### src/rtl/riscv_decode_stage.sv
// RISC-V decode pipeline stage: combinational format/immediate decode captured into a
// two-entry (main + skid) buffer so in_ready can be registered; flush and statistics counters.
module riscv_decode_stage #(
  parameter int unsigned CNT_W = 32
) (
  input  logic             clk,
  input  logic             rst_n,
  input  logic             flush,
  input  logic             in_valid,
  output logic             in_ready,
  input  logic [31:0]      in_insn,
  input  logic [31:0]      in_pc,
  output logic             out_valid,
  input  logic             out_ready,
  output logic [31:0]      out_pc,
  output logic [2:0]       out_type,
  output logic [6:0]       out_opcode,
  output logic [4:0]       out_rd,
  output logic [4:0]       out_rs1,
  output logic [4:0]       out_rs2,
  output logic [2:0]       out_funct3,
  output logic [6:0]       out_funct7,
  output logic [31:0]      out_imm,
  output logic             out_illegal,
  output logic [CNT_W-1:0] stat_decoded,
  output logic [CNT_W-1:0] stat_illegal
);

  localparam int unsigned XLEN  = 32;
  localparam int unsigned FMT_W = 3;

  localparam logic [FMT_W-1:0] FMT_UNDEF = 3'd0;
  localparam logic [FMT_W-1:0] FMT_R     = 3'd1;
  localparam logic [FMT_W-1:0] FMT_I     = 3'd2;
  localparam logic [FMT_W-1:0] FMT_S     = 3'd3;
  localparam logic [FMT_W-1:0] FMT_B     = 3'd4;
  localparam logic [FMT_W-1:0] FMT_U     = 3'd5;
  localparam logic [FMT_W-1:0] FMT_J     = 3'd6;

  typedef struct packed {
    logic [XLEN-1:0]  pc;
    logic [FMT_W-1:0] fmt;
    logic [6:0]       opcode;
    logic [4:0]       rd;
    logic [4:0]       rs1;
    logic [4:0]       rs2;
    logic [2:0]       funct3;
    logic [6:0]       funct7;
    logic [XLEN-1:0]  imm;
    logic             illegal;
  } dec_t;

  typedef enum logic [1:0] {
    ST_EMPTY = 2'd0,
    ST_FULL  = 2'd1,
    ST_SKID  = 2'd2
  } state_e;

  state_e           state_q, state_d;
  dec_t             main_q, main_d;
  dec_t             skid_q, skid_d;
  dec_t             dec_c;
  logic             out_valid_q;
  logic             in_ready_q;
  logic [CNT_W-1:0] cnt_dec_q, cnt_dec_d;
  logic [CNT_W-1:0] cnt_ill_q, cnt_ill_d;
  logic             in_hs_c;
  logic             out_hs_c;

  // Format classification and immediate construction for the incoming word.
  always_comb begin
    dec_c        = '0;
    dec_c.pc     = in_pc;
    dec_c.opcode = in_insn[6:0];
    dec_c.rd     = in_insn[11:7];
    dec_c.funct3 = in_insn[14:12];
    dec_c.rs1    = in_insn[19:15];
    dec_c.rs2    = in_insn[24:20];
    dec_c.funct7 = in_insn[31:25];
    unique case (in_insn[6:0])
      7'b0110011: dec_c.fmt = FMT_R;
      7'b0010011,
      7'b0000011,
      7'b1100111,
      7'b1110011: begin
        dec_c.fmt = FMT_I;
        dec_c.imm = {{20{in_insn[31]}}, in_insn[31:20]};
      end
      7'b0100011: begin
        dec_c.fmt = FMT_S;
        dec_c.imm = {{20{in_insn[31]}}, in_insn[31:25], in_insn[11:7]};
      end
      7'b1100011: begin
        dec_c.fmt = FMT_B;
        dec_c.imm = {{19{in_insn[31]}}, in_insn[31], in_insn[7], in_insn[30:25],
                     in_insn[11:8], 1'b0};
      end
      7'b0110111,
      7'b0010111: begin
        dec_c.fmt = FMT_U;
        dec_c.imm = {in_insn[31:12], 12'b0};
      end
      7'b1101111: begin
        dec_c.fmt = FMT_J;
        dec_c.imm = {{11{in_insn[31]}}, in_insn[31], in_insn[19:12], in_insn[20],
                     in_insn[30:21], 1'b0};
      end
      default: dec_c.fmt = FMT_UNDEF;
    endcase
    dec_c.illegal = (dec_c.fmt == FMT_UNDEF) || (in_insn[1:0] != 2'b11);
  end

  // Buffer FSM next state, entry loads and counter updates.
  always_comb begin
    state_d   = state_q;
    main_d    = main_q;
    skid_d    = skid_q;
    cnt_dec_d = cnt_dec_q;
    cnt_ill_d = cnt_ill_q;
    in_hs_c   = in_valid & in_ready_q;
    out_hs_c  = out_valid_q & out_ready;

    if (out_hs_c) begin
      cnt_dec_d = cnt_dec_q + CNT_W'(1);
      if (main_q.illegal) begin
        cnt_ill_d = cnt_ill_q + CNT_W'(1);
      end
    end

    if (flush) begin
      state_d = ST_EMPTY;
    end else begin
      unique case (state_q)
        ST_EMPTY: begin
          if (in_hs_c) begin
            main_d  = dec_c;
            state_d = ST_FULL;
          end
        end
        ST_FULL: begin
          if (in_hs_c && out_hs_c) begin
            main_d = dec_c;
          end else if (out_hs_c) begin
            state_d = ST_EMPTY;
          end else if (in_hs_c) begin
            skid_d  = dec_c;
            state_d = ST_SKID;
          end
        end
        ST_SKID: begin
          if (out_hs_c) begin
            main_d  = skid_q;
            state_d = ST_FULL;
          end
        end
        default: state_d = ST_EMPTY;
      endcase
    end
  end

  always_ff @(posedge clk or negedge rst_n) begin
    if (!rst_n) begin
      state_q     <= ST_EMPTY;
      main_q      <= '0;
      skid_q      <= '0;
      out_valid_q <= 1'b0;
      in_ready_q  <= 1'b1;
      cnt_dec_q   <= '0;
      cnt_ill_q   <= '0;
    end else begin
      state_q     <= state_d;
      main_q      <= main_d;
      skid_q      <= skid_d;
      out_valid_q <= (state_d != ST_EMPTY);
      in_ready_q  <= (state_d != ST_SKID);
      cnt_dec_q   <= cnt_dec_d;
      cnt_ill_q   <= cnt_ill_d;
    end
  end

  assign in_ready     = in_ready_q;
  assign out_valid    = out_valid_q;
  assign out_pc       = main_q.pc;
  assign out_type     = main_q.fmt;
  assign out_opcode   = main_q.opcode;
  assign out_rd       = main_q.rd;
  assign out_rs1      = main_q.rs1;
  assign out_rs2      = main_q.rs2;
  assign out_funct3   = main_q.funct3;
  assign out_funct7   = main_q.funct7;
  assign out_imm      = main_q.imm;
  assign out_illegal  = main_q.illegal;
  assign stat_decoded = cnt_dec_q;
  assign stat_illegal = cnt_ill_q;

endmodule
### config.mk
export PLATFORM = sky130hd
export DESIGN_NAME = riscv_decode_stage
export DESIGN_NICKNAME = d
export VERILOG_FILES = /design/src/rtl/riscv_decode_stage.sv
export SDC_FILE = /design/constraint.sdc
export NUM_CORES = 1
export LEC_CHECK = 0
export ABC_AREA = 1
export CAP_MARGIN = 0
export CORE_ASPECT_RATIO = 0.8
export CORE_MARGIN = 8
export CORE_UTILIZATION = 45
export CTS_BUF_LIST = sky130_fd_sc_hd__clkbuf_8
export DETAILED_ROUTE_END_ITERATION = 12
export PLACE_DENSITY = 0.7
export SLEW_MARGIN = 40
export SYNTH_ARGS = -nofsm -noshare
export SYNTH_HDL_FRONTEND = slang
export SYNTH_SLANG_ARGS = --single-unit
### constraint.sdc
create_clock -name clk -period 3.02 [get_ports clk]
set_clock_uncertainty 0.2 [all_clocks]
set_input_delay 0.604 -clock clk [delete_from_list [all_inputs] [get_ports clk]]
set_output_delay 0.604 -clock clk [all_outputs]
set_load 0.01 [all_outputs]
==> impl_results.html, run 1 <==
<table>
<tr><th>Metric</th><th>Value</th></tr>
<tr><th colspan="2">Worst hold path</th></tr>
<tr><td>Worst hold path startpoint</td><td>skid_q[92]</td></tr>
<tr><td>Hold path cells</td><td>2</td></tr>
<tr><td>Tightest Hold Check Type</td><td>flip-flop to flip-flop</td></tr>
<tr><th colspan="2">Synth</th></tr>
<tr><td>Number of enable-type register cells in the synthesized netlist</td><td>0</td></tr>
<tr><td>Main area contributors after synthesis</td><td>dfrtp_1, nand2_1, nor2_1</td></tr>
<tr><td>Sequential cell area fraction in the yosys report</td><td>50.53%</td></tr>
<tr><td>Mean area per synthesized cell</td><td>7.470 sq um</td></tr>
<tr><td>Fraction of post-synthesis cell area in the top cell type by area</td><td>50.33%</td></tr>
<tr><td>Distinct cells, synth</td><td>34</td></tr>
<tr><td>Primary FF master, synth</td><td>dfrtp_1</td></tr>
<tr><td>Cell Area, Synth</td><td>13270 sq um</td></tr>
<tr><td>Gate Count Post-Synth</td><td>1777</td></tr>
<tr><td>Synth top cells by count</td><td>nand2_1, dfrtp_1, nor2_1</td></tr>
<tr><td>Register bit total from synthesis</td><td>268</td></tr>
<tr><td>Fraction of synthesis flops using an asynchronous set or reset pin</td><td>100.0%</td></tr>
<tr><td>Largest area contributor in the synthesized netlist</td><td>dfrtp_1</td></tr>
<tr><td>Synthesized netlist net count</td><td>1848</td></tr>
<tr><td>Top-count cell post-synth</td><td>nand2_1</td></tr>
<tr><td>Synth warnings</td><td>0</td></tr>
<tr><th colspan="2">Routing</th></tr>
<tr><td>Detail-routed via count per cell</td><td>5.142</td></tr>
<tr><td>Post-detailed-route DRC marker count</td><td>0</td></tr>
<tr><td>Final routed wirelength across all metal layers</td><td>39.55 mm</td></tr>
<tr><td>Post-DRT Antenna Nets</td><td>0</td></tr>
<tr><td>Routed wire length per instance</td><td>16.42 um</td></tr>
<tr><td>Length of the first detailed-routing pass in iterations</td><td>5</td></tr>
<tr><td>Initial DRC Count</td><td>923</td></tr>
<tr><td>Via total after detailed routing</td><td>12390</td></tr>
<tr><th colspan="2">Power</th></tr>
<tr><td>Pleak</td><td>0.008234 uW</td></tr>
<tr><td>Final Power</td><td>11880 uW</td></tr>
<tr><td>Power per unit of standard cell area</td><td>698.8 nW/um^2</td></tr>
<tr><td>IR Drop Worst-Case VDD</td><td>0.3875 mV</td></tr>
<tr><th colspan="2">Setup path</th></tr>
<tr><td>Number of cell instances on the worst register-to-register path</td><td>9</td></tr>
<tr><td>Largest fanout on the critical path</td><td>7</td></tr>
<tr><td>Slowest cell on the critical path</td><td>clkdlybuf4s50_1</td></tr>
<tr><td>Crit start category</td><td>flip-flop</td></tr>
<tr><td>Worst endpoint data arrival time</td><td>1.67 ns</td></tr>
<tr><td>Top cell family by delay on the critical path</td><td>buffers and inverters</td></tr>
<tr><td>Ordered cell list for the critical path</td><td>clkdlybuf4s50_1</td></tr>
<tr><td>Slack of the worst reg-to-reg path</td><td>0.95 ns</td></tr>
<tr><td>Critical path type</td><td>flip-flop to output pin</td></tr>
<tr><td>Buffering stage count on the worst path with inverters included</td><td>1</td></tr>
<tr><td>Critical path depth in cells</td><td>1</td></tr>
<tr><td>Crit path largest cell delay</td><td>0.60 ns</td></tr>
<tr><td>Crit path from</td><td>stat_illegal[18]</td></tr>
<tr><td>Data required time of the worst path</td><td>2.22 ns</td></tr>
<tr><td>Source of the worst register-to-register timing path</td><td>out_valid</td></tr>
<tr><td>Critical path endpoint category</td><td>output pin</td></tr>
<tr><th colspan="2">Die</th></tr>
<tr><td>Vertical die dimension</td><td>169.6 um</td></tr>
<tr><td>Floorplan die area</td><td>35280 sq um</td></tr>
<tr><td>Standard-cell rows</td><td>56</td></tr>
<tr><td>Starting utilization of the core area</td><td>45.54%</td></tr>
<tr><td>Floorplan die width</td><td>208.0 um</td></tr>
<tr><td>I/O pin count</td><td>235</td></tr>
<tr><td>Area of the core</td><td>29150 sq um</td></tr>
<tr><th colspan="2">Timing</th></tr>
<tr><td>Period utilisation layout</td><td>81.93%</td></tr>
<tr><td>Relative slew margins</td><td>46.34%</td></tr>
<tr><td>Final Hold Viols</td><td>0</td></tr>
<tr><td>Least setup slack across all paths after layout</td><td>0.5458 ns</td></tr>
<tr><td>Final number of max-transition violations</td><td>0</td></tr>
<tr><td>Worst hold slack</td><td>0.2704 ns</td></tr>
<tr><td>Measured slew at the worst slew-check pin</td><td>0.8049 ns</td></tr>
<tr><td>Time the worst path needs with I/O delays and setup</td><td>2.474 ns</td></tr>
<tr><td>Post-Route Setup TNS</td><td>0 ns</td></tr>
<tr><td>Final number of setup-violating endpoints</td><td>0</td></tr>
<tr><td>Unrepaired setup endpoints after global routing</td><td>false</td></tr>
<tr><td>Highest clock frequency the design can meet</td><td>404.2 MHz</td></tr>
<tr><th colspan="2">GRT</th></tr>
<tr><td>Wire length of the first global-routing pass</td><td>64.58 mm</td></tr>
<tr><td>Number of global-route vias before repair</td><td>12230</td></tr>
<tr><td>All-Layer GR Usage</td><td>22.29%</td></tr>
<tr><td>Antenna violations before repair</td><td>1</td></tr>
<tr><td>Pin count of the biggest net entering global routing</td><td>102</td></tr>
<tr><td>Final global-route overflow total</td><td>0</td></tr>
<tr><th colspan="2">CTS</th></tr>
<tr><td>TritonCTS Sinks</td><td>268</td></tr>
<tr><td>CTS HTree Levels</td><td>2</td></tr>
<tr><td>Register clock-pin slew on the reported worst setup and hold paths</td><td>0.06 ns</td></tr>
<tr><td>Clock latency on the worst-skew pair</td><td>0.56 ns</td></tr>
<tr><td>Count of cells resized by post-cts repair</td><td>0</td></tr>
<tr><td>TritonCTS clock tree</td><td>built</td></tr>
<tr><td>Clock root buffer</td><td>clkbuf_8</td></tr>
<tr><td>Buffers from clock root to sink, at most</td><td>3</td></tr>
<tr><td>CTS Buf Count</td><td>44</td></tr>
<tr><th colspan="2">Run status</th></tr>
<tr><td>Outcome</td><td>complete, no violations</td></tr>
<tr><th colspan="2">Layout</th></tr>
<tr><td>Signed area change from the synthesized netlist to the final layout</td><td>28.07%</td></tr>
<tr><td>Net count, final</td><td>2072</td></tr>
<tr><td>Layout cell share with drive strength beyond 1</td><td>6.004%</td></tr>
<tr><td>End-of-flow core utilization</td><td>58.32%</td></tr>
<tr><td>Fillcell total</td><td>2670</td></tr>
<tr><td>Number of diodes</td><td>0</td></tr>
<tr><th colspan="2">Place</th></tr>
<tr><td>Sum of net half-perimeters after detailed placement</td><td>27.25 mm</td></tr>
<tr><td>Number of I/O port buffers</td><td>234</td></tr>
<tr><td>Final estimated routing congestion in global placement</td><td>0.8638</td></tr>
<tr><td>Worst slack at placement</td><td>0.2207 ns</td></tr>
<tr><th colspan="2">Run</th></tr>
<tr><td>Max Cap Viol</td><td>0</td></tr>
</table>
[area by class of cell]
cell class	count	area, sq um	area share (%)
inverter	101	381.6	2.245
clock inverter	26	322.8	1.899
sequential	268	6708	39.46
tap	377	471.7	2.775
timing repair buffer	259	2638	15.51
clock buffer	51	701.9	4.129
multi-input combinational	1327	5777	33.98
[path summary, 6_finish.rpt]
check / to
worst min-delay path: skid_q[92]
worst max register to register: out_imm[0]
worst min register to register: skid_q[92]
max in group asynchronous: out_opcode[1]
min in group asynchronous: stat_decoded[6]
worst max-delay path: stat_illegal[18]
[report_power, final]
part           switching, uW  total, uW  internal (uW)  leakage [uW]
sequential               594       5160           4570       0.00340
combinational           1550       2970           1430       0.00427
clock                   1510       3740           2230      0.000558
[metrics by stage]
step | std cells | cell area [sq um]
3_3_place_gp | 2331 | 15970
3_5_place_dp | 2331 | 15970
6_report | 2409 | 17000
2_1_floorplan | 1777 | 13270
4_1_cts | 2409 | 17000
5_1_grt | 2409 | 17000
[worst min-delay path: cells and delay by family, from the launching register on]
kind,cells,cell delay (ns)
DFF,1,0.34
and+or+nand+nor,2,0.10
[layout by cell type (no fill, tap or decap), types with 8 or more instances in the layout]
cell type	n
a21oi_1	36
a31oi_1	64
buf_12	8
buf_4	16
bufinv_16	8
clkbuf_8	51
clkdlybuf4s50_1	233
clkinv_2	11
dfrtp_1	267
inv_1	102
nand2_1	768
nand3_1	84
nand3b_1	24
nand4_1	8
nor2_1	225
o21ai_0	35
o21ai_1	22
xnor2_1	14
xor2_1	17
[state kept, by name, indices dropped and copies added (netlist names), 2 cells and up]
signal        count
out_funct7        7
skid_q          100
stat_illegal     32
out_funct3        3
stat_decoded     32
out_rd            5
out_imm          32
out_opcode        7
out_pc           32
out_rs2           5
out_rs1           5
out_type          3
state_q           2
[routing by layer]
layer | up-vias | track usage [%] | part of all wire (%) | routed length [um]
met5 | - | 0 | 0.033 | 13
met4 | 2 | 7.209 | 2.8 | 1119
met3 | 74 | 5.316 | 6.8 | 2695
met2 | 417 | 35.99 | 45 | 17820
met1 | 5863 | 29.44 | 45 | 17900
li1 | 6032 | - | - | -
[cell families (layout without fill, tap and decap cells)]
kind of cell             count (synthesis)  after routing  share of synthesized area (%)
buffers and inverters                  182            437                          6.080
adder cells (fa/ha/maj)                  2              2                         0.1885
flip-flops                             268            268                          50.53
AND/OR/NAND/NOR                       1132           1132                          34.35
XOR/XNOR                                31             31                          2.045
AO/OA/AOI/OAI                          162            162                          6.806
[what timing repair did]
item	CTS	global route
hold endpoints to repair	52	0
setup buffers	0	0
hold buffers	1	0
Power figures use the tool's default switching activity.
==> run 2, diff against run 1 <==
==> constraint.sdc (replaced) <==
create_clock -name clk -period 2.3 [get_ports clk]
set_clock_uncertainty 0.2 [all_clocks]
set_input_delay 0.46 -clock clk [delete_from_list [all_inputs] [get_ports clk]]
set_output_delay 0.46 -clock clk [all_outputs]
set_load 0.01 [all_outputs]
==> run 2 against run 1 <==
Against the previous run: worst setup slack worse by 0.49 ns; non-clock buffer count is 64 higher; count of clock-buffer cells in the layout is 9 higher; core utilization is 2.4 points higher; combinational power is 37% higher; sequential share of layout area is 1.4 points lower; global-route usage hardly changed; first-iteration DRC count is 11% lower; final cell count is 2.9% higher; worst hold slack worse by 0.038 ns; via count is 1.5% higher; sequential cell count stayed put; critical endpoint is now stat_decoded[25]; highest routed layer unchanged.
==> impl_results.html, run 2 (synthesized netlist as in run 1, its figures left out) <==
<table>
<tr><th>Metric</th><th>Value</th></tr>
<tr><th colspan="2">Run status</th></tr>
<tr><td>Outcome</td><td>complete, no violations (unchanged)</td></tr>
<tr><th colspan="2">GRT</th></tr>
<tr><td>Pin count of the biggest net entering global routing</td><td>80 (was 102)</td></tr>
<tr><td>Final global-route overflow total</td><td>0 (unchanged)</td></tr>
<tr><td>Wire length of the first global-routing pass</td><td>64.92 mm (was 64.58 mm)</td></tr>
<tr><td>All-Layer GR Usage</td><td>22.33% (was 22.29%)</td></tr>
<tr><td>Antenna violations before repair</td><td>4 (was 1)</td></tr>
<tr><td>Number of global-route vias before repair</td><td>12290 (was 12230)</td></tr>
<tr><th colspan="2">Setup path</th></tr>
<tr><td>Largest fanout on the critical path</td><td>6 (was 7)</td></tr>
<tr><td>Number of cell instances on the worst register-to-register path</td><td>9 (unchanged)</td></tr>
<tr><td>FF-to-FF End</td><td>out_imm[5] (was out_imm[0])</td></tr>
<tr><td>Buffering stage count on the worst path with inverters included</td><td>1 (unchanged)</td></tr>
<tr><td>Slowest cell on the critical path</td><td>clkdlybuf4s50_1 (unchanged)</td></tr>
<tr><td>Source of the worst register-to-register timing path</td><td>state_q[1] (was out_valid)</td></tr>
<tr><td>Critical path type</td><td>flip-flop to output pin (unchanged)</td></tr>
<tr><td>Crit start category</td><td>flip-flop (unchanged)</td></tr>
<tr><td>Ordered cell list for the critical path</td><td>clkdlybuf4s50_1 (unchanged)</td></tr>
<tr><td>Slack of the worst reg-to-reg path</td><td>0.36 ns (was 0.95 ns)</td></tr>
<tr><td>Critical path endpoint category</td><td>output pin (unchanged)</td></tr>
<tr><td>Data required time of the worst path</td><td>1.64 ns (was 2.22 ns)</td></tr>
<tr><td>Crit path largest cell delay</td><td>0.59 ns (was 0.60 ns)</td></tr>
<tr><td>Worst endpoint data arrival time</td><td>1.58 ns (was 1.67 ns)</td></tr>
<tr><td>Top cell family by delay on the critical path</td><td>buffers and inverters (unchanged)</td></tr>
<tr><th colspan="2">CTS</th></tr>
<tr><td>CTS Buf Count</td><td>44 (unchanged)</td></tr>
<tr><td>TritonCTS Sinks</td><td>268 (unchanged)</td></tr>
<tr><td>CTS HTree Levels</td><td>2 (unchanged)</td></tr>
<tr><td>Post-CTS setup buffer count</td><td>0 (unchanged)</td></tr>
<tr><td>Buffers from clock root to sink, at most</td><td>3 (unchanged)</td></tr>
<tr><td>Register clock-pin slew on the reported worst setup and hold paths</td><td>0.06 ns (about the same)</td></tr>
<tr><td>TritonCTS clock tree</td><td>built (unchanged)</td></tr>
<tr><td>Clock latency on the worst-skew pair</td><td>0.55 ns (was 0.56 ns)</td></tr>
<tr><td>Clock root buffer</td><td>clkbuf_8 (unchanged)</td></tr>
<tr><th colspan="2">Layout</th></tr>
<tr><td>Largest register by flop count</td><td>skid_q (unchanged)</td></tr>
<tr><td>Most frequent cells in the layout</td><td>nand2_1, dfrtp_1, clkdlybuf4s50_1 (unchanged)</td></tr>
<tr><td>Final cell count without fillers</td><td>2479 (was 2409)</td></tr>
<tr><td>Layout cell share with drive strength beyond 1</td><td>9.714% (was 6.004%)</td></tr>
<tr><td>Signed area change from the synthesized netlist to the final layout</td><td>33.38% (was 28.07%)</td></tr>
<tr><td>Most common cell after layout, fill and taps aside</td><td>nand2_1 (unchanged)</td></tr>
<tr><td>Number of flip-flops under the largest register name</td><td>100 (unchanged)</td></tr>
<tr><td>Net count, final</td><td>2136 (was 2072)</td></tr>
<tr><th colspan="2">Power</th></tr>
<tr><td>IR Drop Worst-Case VDD</td><td>0.6233 mV (was 0.3875 mV)</td></tr>
<tr><td>Power per unit of standard cell area</td><td>874.6 nW/um^2 (was 698.8 nW/um^2)</td></tr>
<tr><td>Final Power</td><td>15480 uW (was 11880 uW)</td></tr>
<tr><td>Pleak</td><td>0.008606 uW (was 0.008234 uW)</td></tr>
<tr><th colspan="2">Place</th></tr>
<tr><td>Final estimated routing congestion in global placement</td><td>0.8856 (was 0.8638)</td></tr>
<tr><td>Worst slack at placement</td><td>-0.07608 ns (was 0.2207 ns)</td></tr>
<tr><td>Cell total after placement</td><td>2395 (was 2331)</td></tr>
<tr><td>Sum of net half-perimeters after detailed placement</td><td>28.79 mm (was 27.25 mm)</td></tr>
<tr><td>Number of I/O port buffers</td><td>234 (unchanged)</td></tr>
<tr><th colspan="2">Die</th></tr>
<tr><td>Floorplan die width</td><td>208.0 um (unchanged)</td></tr>
<tr><td>Vertical die dimension</td><td>169.6 um (unchanged)</td></tr>
<tr><td>Standard-cell rows</td><td>56 (unchanged)</td></tr>
<tr><td>Area of the core</td><td>29150 sq um (unchanged)</td></tr>
<tr><td>Starting utilization of the core area</td><td>45.54% (unchanged)</td></tr>
<tr><td>I/O pin count</td><td>235 (unchanged)</td></tr>
<tr><td>Floorplan die area</td><td>35280 sq um (unchanged)</td></tr>
<tr><th colspan="2">Timing</th></tr>
<tr><td>Unrepaired setup endpoints after global routing</td><td>false (unchanged)</td></tr>
<tr><td>Time the worst path needs with I/O delays and setup</td><td>2.242 ns</td></tr>
<tr><td>Relative slew margins</td><td>69.98% (was 46.34%)</td></tr>
<tr><td>Final number of setup-violating endpoints</td><td>0 (unchanged)</td></tr>
<tr><td>Final number of max-transition violations</td><td>0 (unchanged)</td></tr>
<tr><td>Worst hold slack</td><td>0.2321 ns (was 0.2704 ns)</td></tr>
<tr><td>Measured slew at the worst slew-check pin</td><td>0.4503 ns (was 0.8049 ns)</td></tr>
<tr><td>Highest clock frequency the design can meet</td><td>446.1 MHz</td></tr>
<tr><td>Period utilisation layout</td><td>97.47%</td></tr>
<tr><td>Least setup slack across all paths after layout</td><td>0.05821 ns (was 0.5458 ns)</td></tr>
<tr><td>Final Hold Viols</td><td>0 (unchanged)</td></tr>
<tr><th colspan="2">Worst hold path</th></tr>
<tr><td>Tightest Hold Check Type</td><td>input pin to asynchronous set/reset pin (was flip-flop to flip-flop)</td></tr>
<tr><th colspan="2">Routing</th></tr>
<tr><td>Length of the first detailed-routing pass in iterations</td><td>7 (was 5)</td></tr>
<tr><td>Final routed wirelength across all metal layers</td><td>39.66 mm (was 39.55 mm)</td></tr>
<tr><td>Post-detailed-route DRC marker count</td><td>0 (unchanged)</td></tr>
<tr><td>Routed wire length per instance</td><td>16.00 um (was 16.42 um)</td></tr>
<tr><td>Initial DRC Count</td><td>819 (was 923)</td></tr>
<tr><td>Post-DRT Antenna Nets</td><td>0 (unchanged)</td></tr>
<tr><td>Via total after detailed routing</td><td>12580 (was 12390)</td></tr>
<tr><td>Detail-routed via count per cell</td><td>5.074 (was 5.142)</td></tr>
<tr><th colspan="2">Run</th></tr>
<tr><td>Max Cap Viol</td><td>0 (unchanged)</td></tr>
</table>
==> run 2: cell count changes in the layout (fill, tap and decap cells not counted), moves of 6 or more <==
cell / delta
buf_12: +18
buf_4: +46
clkbuf_8: +9
clkinv_2: -6
dfrtp_1: -19
dfrtp_2: +19
==> run 2: timing repair <==
| action | CTS | global route |
|---|---|---|
| setup endpoints to repair | 11 | 11 |
| resized for setup | 11 | 11 |
| hold buffers | 1 | 0 |
| endpoints found under the hold margin | 59 | 0 |
==> run 2: how the worst max path moves through the flow <==
stage / slack (ns) / cells past startpoint / start / to
finish: 0.06 / 1 / stat_decoded[25] / stat_decoded[25]
global route: 0.002 / 1 / stat_illegal[16] / stat_illegal[16]
CTS: 0.003 / 1 / stat_decoded[20] / stat_decoded[20]
detailed placement: -0.08 / 8 / flush / out_pc[31]
global placement: -0.03 / 11 / out_ready / stat_decoded[18]
floorplan: 0.52 / 10 / stat_decoded[0] / stat_decoded[18]
==> run 2: per-layer routing <==
layer,up-vias,part of all wire (%),track usage [%]
li1,6175,-,-
met1,5924,45,29.75
met2,406,46,36.10
met3,69,7.0,5.094
met4,4,2.2,6.808
met5,-,0.063,0
==> run 2: where the power goes <==
part | internal [uW] | total [uW] | switching (uW)
combinational | 2000 | 4060 | 2060
clock | 2660 | 4630 | 1970
sequential | 6000 | 6790 | 789
total | 10700 | 15500 | 4820
==> run 2: cell type report <==
cell class | instances | area, sq um
Antenna cell | 2 | 5.005
Clock buffer | 60 | 825.8
Clock inverter | 21 | 168.9
Fill cell | 2599 | 11440
Inverter | 101 | 381.6
Multi-Input combinational cell | 1327 | 5777
Sequential cell | 268 | 6731
Tap cell | 377 | 471.7
Timing Repair Buffer | 323 | 3343
==> run 2: through the flow <==
stage | setup TNS (ns) | area (sq um) | utilization [%]
6_report | 0 | 17700 | 60.74
5_1_grt | 0 | 17700 | 60.74
4_1_cts | 0 | 17680 | 60.67
3_5_place_dp | -1.852 | 16670 | 57.19
3_3_place_gp | -0.02605 | 16670 | 57.19
2_1_floorplan | 0 | 13270 | -
==> run 3, diff against run 2 <==
--- a/config.mk
+++ b/config.mk
@@ -7,12 +7,14 @@
 export LEC_CHECK = 0
 export ABC_AREA = 1
 export CAP_MARGIN = 0
+export CELL_PAD_IN_SITES_DETAIL_PLACEMENT = 1
+export CELL_PAD_IN_SITES_GLOBAL_PLACEMENT = 2
 export CORE_ASPECT_RATIO = 0.8
 export CORE_MARGIN = 8
-export CORE_UTILIZATION = 45
+export CORE_UTILIZATION = 31
 export CTS_BUF_LIST = sky130_fd_sc_hd__clkbuf_8
 export DETAILED_ROUTE_END_ITERATION = 12
-export PLACE_DENSITY = 0.7
+export PLACE_DENSITY = 0.82
 export SLEW_MARGIN = 40
 export SYNTH_ARGS = -nofsm -noshare
 export SYNTH_HDL_FRONTEND = slang
==> constraint.sdc (replaced) <==
create_clock -name clk -period 2.55 [get_ports clk]
set_clock_uncertainty 0.2 [all_clocks]
set_input_delay 0.51 -clock clk [delete_from_list [all_inputs] [get_ports clk]]
set_output_delay 0.51 -clock clk [all_outputs]
set_load 0.01 [all_outputs]
==> run 3 against run 2 <==
Against the previous run: via count grew 0.87%; register-to-register slack better by 0.17 ns; routed wire length rose by 19%; combinational power decreased by 10%; critical path depth stayed put; sequential power shrank 9.4%; sequential cell count unchanged; final cell count up 6.5%; count of clock-buffer cells in the layout fell by 3; total power is 11% lower; final area shrank 0.61%; critical endpoint is now out_illegal; highest routed layer unchanged.
==> impl_results.html, run 3 (synthesized netlist as in run 1, its figures left out) <==
<table>
<tr><th>Metric</th><th>Value</th></tr>
<tr><th colspan="2">CTS</th></tr>
<tr><td>CTS HTree Levels</td><td>2 (unchanged)</td></tr>
<tr><td>Buffers from clock root to sink, at most</td><td>3 (unchanged)</td></tr>
<tr><td>CTS Buf Count</td><td>50 (was 44)</td></tr>
<tr><td>Clock latency on the worst-skew pair</td><td>0.60 ns (was 0.55 ns)</td></tr>
<tr><td>Clock root buffer</td><td>clkbuf_8 (unchanged)</td></tr>
<tr><td>Register clock-pin slew on the reported worst setup and hold paths</td><td>0.06 ns (about the same)</td></tr>
<tr><td>TritonCTS clock tree</td><td>built (unchanged)</td></tr>
<tr><td>TritonCTS Sinks</td><td>268 (unchanged)</td></tr>
<tr><td>Count of cells resized by post-cts repair</td><td>0 (was 11)</td></tr>
<tr><th colspan="2">GRT</th></tr>
<tr><td>Pin count of the biggest net entering global routing</td><td>69 (was 80)</td></tr>
<tr><td>Number of global-route vias before repair</td><td>13650 (was 12290)</td></tr>
<tr><td>All-Layer GR Usage</td><td>18.92% (was 22.33%)</td></tr>
<tr><td>Wire length of the first global-routing pass</td><td>76.07 mm (was 64.92 mm)</td></tr>
<tr><td>Final global-route overflow total</td><td>0 (unchanged)</td></tr>
<tr><td>Antenna violations before repair</td><td>3 (was 4)</td></tr>
<tr><th colspan="2">Run status</th></tr>
<tr><td>Outcome</td><td>complete, no violations (unchanged)</td></tr>
<tr><th colspan="2">Die</th></tr>
<tr><td>Area of the core</td><td>42080 sq um (was 29150 sq um)</td></tr>
<tr><td>Vertical die dimension</td><td>201.1 um (was 169.6 um)</td></tr>
<tr><td>Floorplan die area</td><td>49740 sq um (was 35280 sq um)</td></tr>
<tr><td>Floorplan die width</td><td>247.4 um (was 208.0 um)</td></tr>
<tr><td>I/O pin count</td><td>235 (unchanged)</td></tr>
<tr><td>Standard-cell rows</td><td>67 (was 56)</td></tr>
<tr><td>Starting utilization of the core area</td><td>31.54% (was 45.54%)</td></tr>
<tr><th colspan="2">Timing</th></tr>
<tr><td>Worst hold slack</td><td>0.2404 ns (was 0.2321 ns)</td></tr>
<tr><td>Period utilisation layout</td><td>94.79%</td></tr>
<tr><td>Highest clock frequency the design can meet</td><td>413.7 MHz</td></tr>
<tr><td>Final Hold Viols</td><td>0 (unchanged)</td></tr>
<tr><td>Relative slew margins</td><td>63.93% (was 69.98%)</td></tr>
<tr><td>Unrepaired setup endpoints after global routing</td><td>false (unchanged)</td></tr>
<tr><td>Final number of max-transition violations</td><td>0 (unchanged)</td></tr>
<tr><td>Final number of setup-violating endpoints</td><td>0 (unchanged)</td></tr>
<tr><td>Measured slew at the worst slew-check pin</td><td>0.5411 ns (was 0.4503 ns)</td></tr>
<tr><td>Time the worst path needs with I/O delays and setup</td><td>2.417 ns</td></tr>
<tr><td>Post-Route Setup TNS</td><td>0 ns (unchanged)</td></tr>
<tr><td>Least setup slack across all paths after layout</td><td>0.1329 ns (was 0.05821 ns)</td></tr>
<tr><th colspan="2">Power</th></tr>
<tr><td>Pleak</td><td>0.008523 uW (was 0.008606 uW)</td></tr>
<tr><td>Power per unit of standard cell area</td><td>781.6 nW/um^2 (was 874.6 nW/um^2)</td></tr>
<tr><td>IR Drop Worst-Case VDD</td><td>0.3519 mV (was 0.6233 mV)</td></tr>
<tr><th colspan="2">Layout</th></tr>
<tr><td>Area of combinational cells with multiple inputs</td><td>5777 sq um (unchanged)</td></tr>
<tr><td>Fillcell total</td><td>5162 (was 2599)</td></tr>
<tr><td>Most common cell after layout, fill and taps aside</td><td>nand2_1 (unchanged)</td></tr>
<tr><td>Largest register by flop count</td><td>skid_q (unchanged)</td></tr>
<tr><td>Flip-flop and latch area</td><td>6708 sq um (was 6731 sq um)</td></tr>
<tr><td>Most frequent cells in the layout</td><td>nand2_1, dfrtp_1, clkdlybuf4s50_1 (unchanged)</td></tr>
<tr><td>Net count, final</td><td>2119 (was 2136)</td></tr>
<tr><td>Final cell count without fillers</td><td>2640 (was 2479)</td></tr>
<tr><td>Signed area change from the synthesized netlist to the final layout</td><td>32.57% (was 33.38%)</td></tr>
<tr><td>Layout cell share with drive strength beyond 1</td><td>7.475% (was 9.714%)</td></tr>
<tr><td>Finished layout cell area</td><td>17600 sq um (was 17700 sq um)</td></tr>
<tr><td>Number of flip-flops under the largest register name</td><td>100 (unchanged)</td></tr>
<tr><th colspan="2">Setup path</th></tr>
<tr><td>Crit path from</td><td>out_illegal (was stat_decoded[25])</td></tr>
<tr><td>Number of cell instances on the worst register-to-register path</td><td>6 (was 9)</td></tr>
<tr><td>Ordered cell list for the critical path</td><td>clkdlybuf4s50_1 (unchanged)</td></tr>
<tr><td>Data required time of the worst path</td><td>1.84 ns (was 1.64 ns)</td></tr>
<tr><td>Critical path depth in cells</td><td>1 (unchanged)</td></tr>
<tr><td>Critical path type</td><td>flip-flop to output pin (unchanged)</td></tr>
<tr><td>Crit start category</td><td>flip-flop (unchanged)</td></tr>
<tr><td>Critical path endpoint category</td><td>output pin (unchanged)</td></tr>
<tr><td>Top cell family by delay on the critical path</td><td>buffers and inverters (unchanged)</td></tr>
<tr><td>Source of the worst register-to-register timing path</td><td>state_q[1] (unchanged)</td></tr>
<tr><td>Slowest cell on the critical path</td><td>clkdlybuf4s50_1 (unchanged)</td></tr>
<tr><td>Buffering stage count on the worst path with inverters included</td><td>1 (unchanged)</td></tr>
<tr><td>Crit path largest cell delay</td><td>0.61 ns (was 0.59 ns)</td></tr>
<tr><td>Worst endpoint data arrival time</td><td>1.71 ns (was 1.58 ns)</td></tr>
<tr><td>FF-to-FF End</td><td>out_pc[13] (was out_imm[5])</td></tr>
<tr><td>Slack of the worst reg-to-reg path</td><td>0.53 ns (was 0.36 ns)</td></tr>
<tr><td>Critical path destination</td><td>out_illegal (was stat_decoded[25])</td></tr>
<tr><td>Largest fanout on the critical path</td><td>4 (was 6)</td></tr>
<tr><th colspan="2">Routing</th></tr>
<tr><td>Final routed wirelength across all metal layers</td><td>47.02 mm (was 39.66 mm)</td></tr>
<tr><td>Post-detailed-route DRC marker count</td><td>0 (unchanged)</td></tr>
<tr><td>Via total after detailed routing</td><td>12690 (was 12580)</td></tr>
<tr><td>Routed wire length per instance</td><td>17.81 um (was 16.00 um)</td></tr>
<tr><td>Detail-routed via count per cell</td><td>4.806 (was 5.074)</td></tr>
<tr><td>Length of the first detailed-routing pass in iterations</td><td>5 (was 7)</td></tr>
<tr><td>Initial DRC Count</td><td>597 (was 819)</td></tr>
<tr><td>Post-DRT Antenna Nets</td><td>0 (unchanged)</td></tr>
<tr><th colspan="2">Place</th></tr>
<tr><td>Final estimated routing congestion in global placement</td><td>0.8157 (was 0.8856)</td></tr>
<tr><td>Worst slack at placement</td><td>-0.003031 ns (was -0.07608 ns)</td></tr>
<tr><td>Sum of net half-perimeters after detailed placement</td><td>34.14 mm (was 28.79 mm)</td></tr>
<tr><td>Dpl cell area</td><td>16660 sq um (was 16670 sq um)</td></tr>
<tr><td>Number of I/O port buffers</td><td>234 (unchanged)</td></tr>
<tr><td>Cell total after placement</td><td>2547 (was 2395)</td></tr>
<tr><th colspan="2">Run</th></tr>
<tr><td>Max Cap Viol</td><td>0 (unchanged)</td></tr>
<tr><th colspan="2">Worst hold path</th></tr>
<tr><td>Tightest Hold Check Type</td><td>input pin to asynchronous set/reset pin (unchanged)</td></tr>
</table>
## run 3: area by class of cell
| cell class | instances | area share, % |
|---|---|---|
| Multi-Input combinational cell | 1327 | 32.83 |
| Clock inverter | 34 | 0.8177 |
| Tap cell | 552 | 3.925 |
| Sequential cell | 268 | 38.12 |
| Inverter | 101 | 2.176 |
| Timing Repair Buffer | 300 | 17.66 |
| Clock buffer | 57 | 4.458 |
| Antenna cell | 1 | 0.01422 |
## run 3: power breakdown
group	leakage, uW	switching, uW	internal [uW]
registers	0.00340	733	5420
clock network	0.000587	1920	2040
logic	0.00453	1890	1760
total	0.00852	4540	9210
## run 3: routing by layer
layer / GRT usage (%) / vias to the layer above / routed length [um]
li1: - / 6137 / -
met1: 24.36 / 6224 / 21310
met2: 31.49 / 242 / 22000
met3: 4.415 / 81 / 2614
met4: 5.112 / 4 / 1076
met5: 0 / - / 21
## run 3: what timing repair did
action                                 in CTS  in global routing
setup endpoints to repair                   0                  0
endpoints found under the hold margin      41                  0
hold buffers                                1                  0
setup buffers                               0                  0
## run 3: metrics by stage
stage	power (uW)	utilization (%)
5_1_grt	14670	41.81
6_report	13750	41.81
4_1_cts	14030	41.81
3_5_place_dp	9944	39.58
3_3_place_gp	9791	39.58
2_1_floorplan	7743	-
## run 3: worst min path at each step
stage	startpoint	endpoint	slack [ns]
floorplan	rst_n	out_funct3[0]	0.01
global placement	skid_q[55]	skid_q[55]	0.25
detailed placement	rst_n	stat_decoded[10]	0.26
CTS	rst_n	skid_q[91]	0.20
global route	rst_n	stat_decoded[16]	0.25
finish	rst_n	stat_decoded[16]	0.24
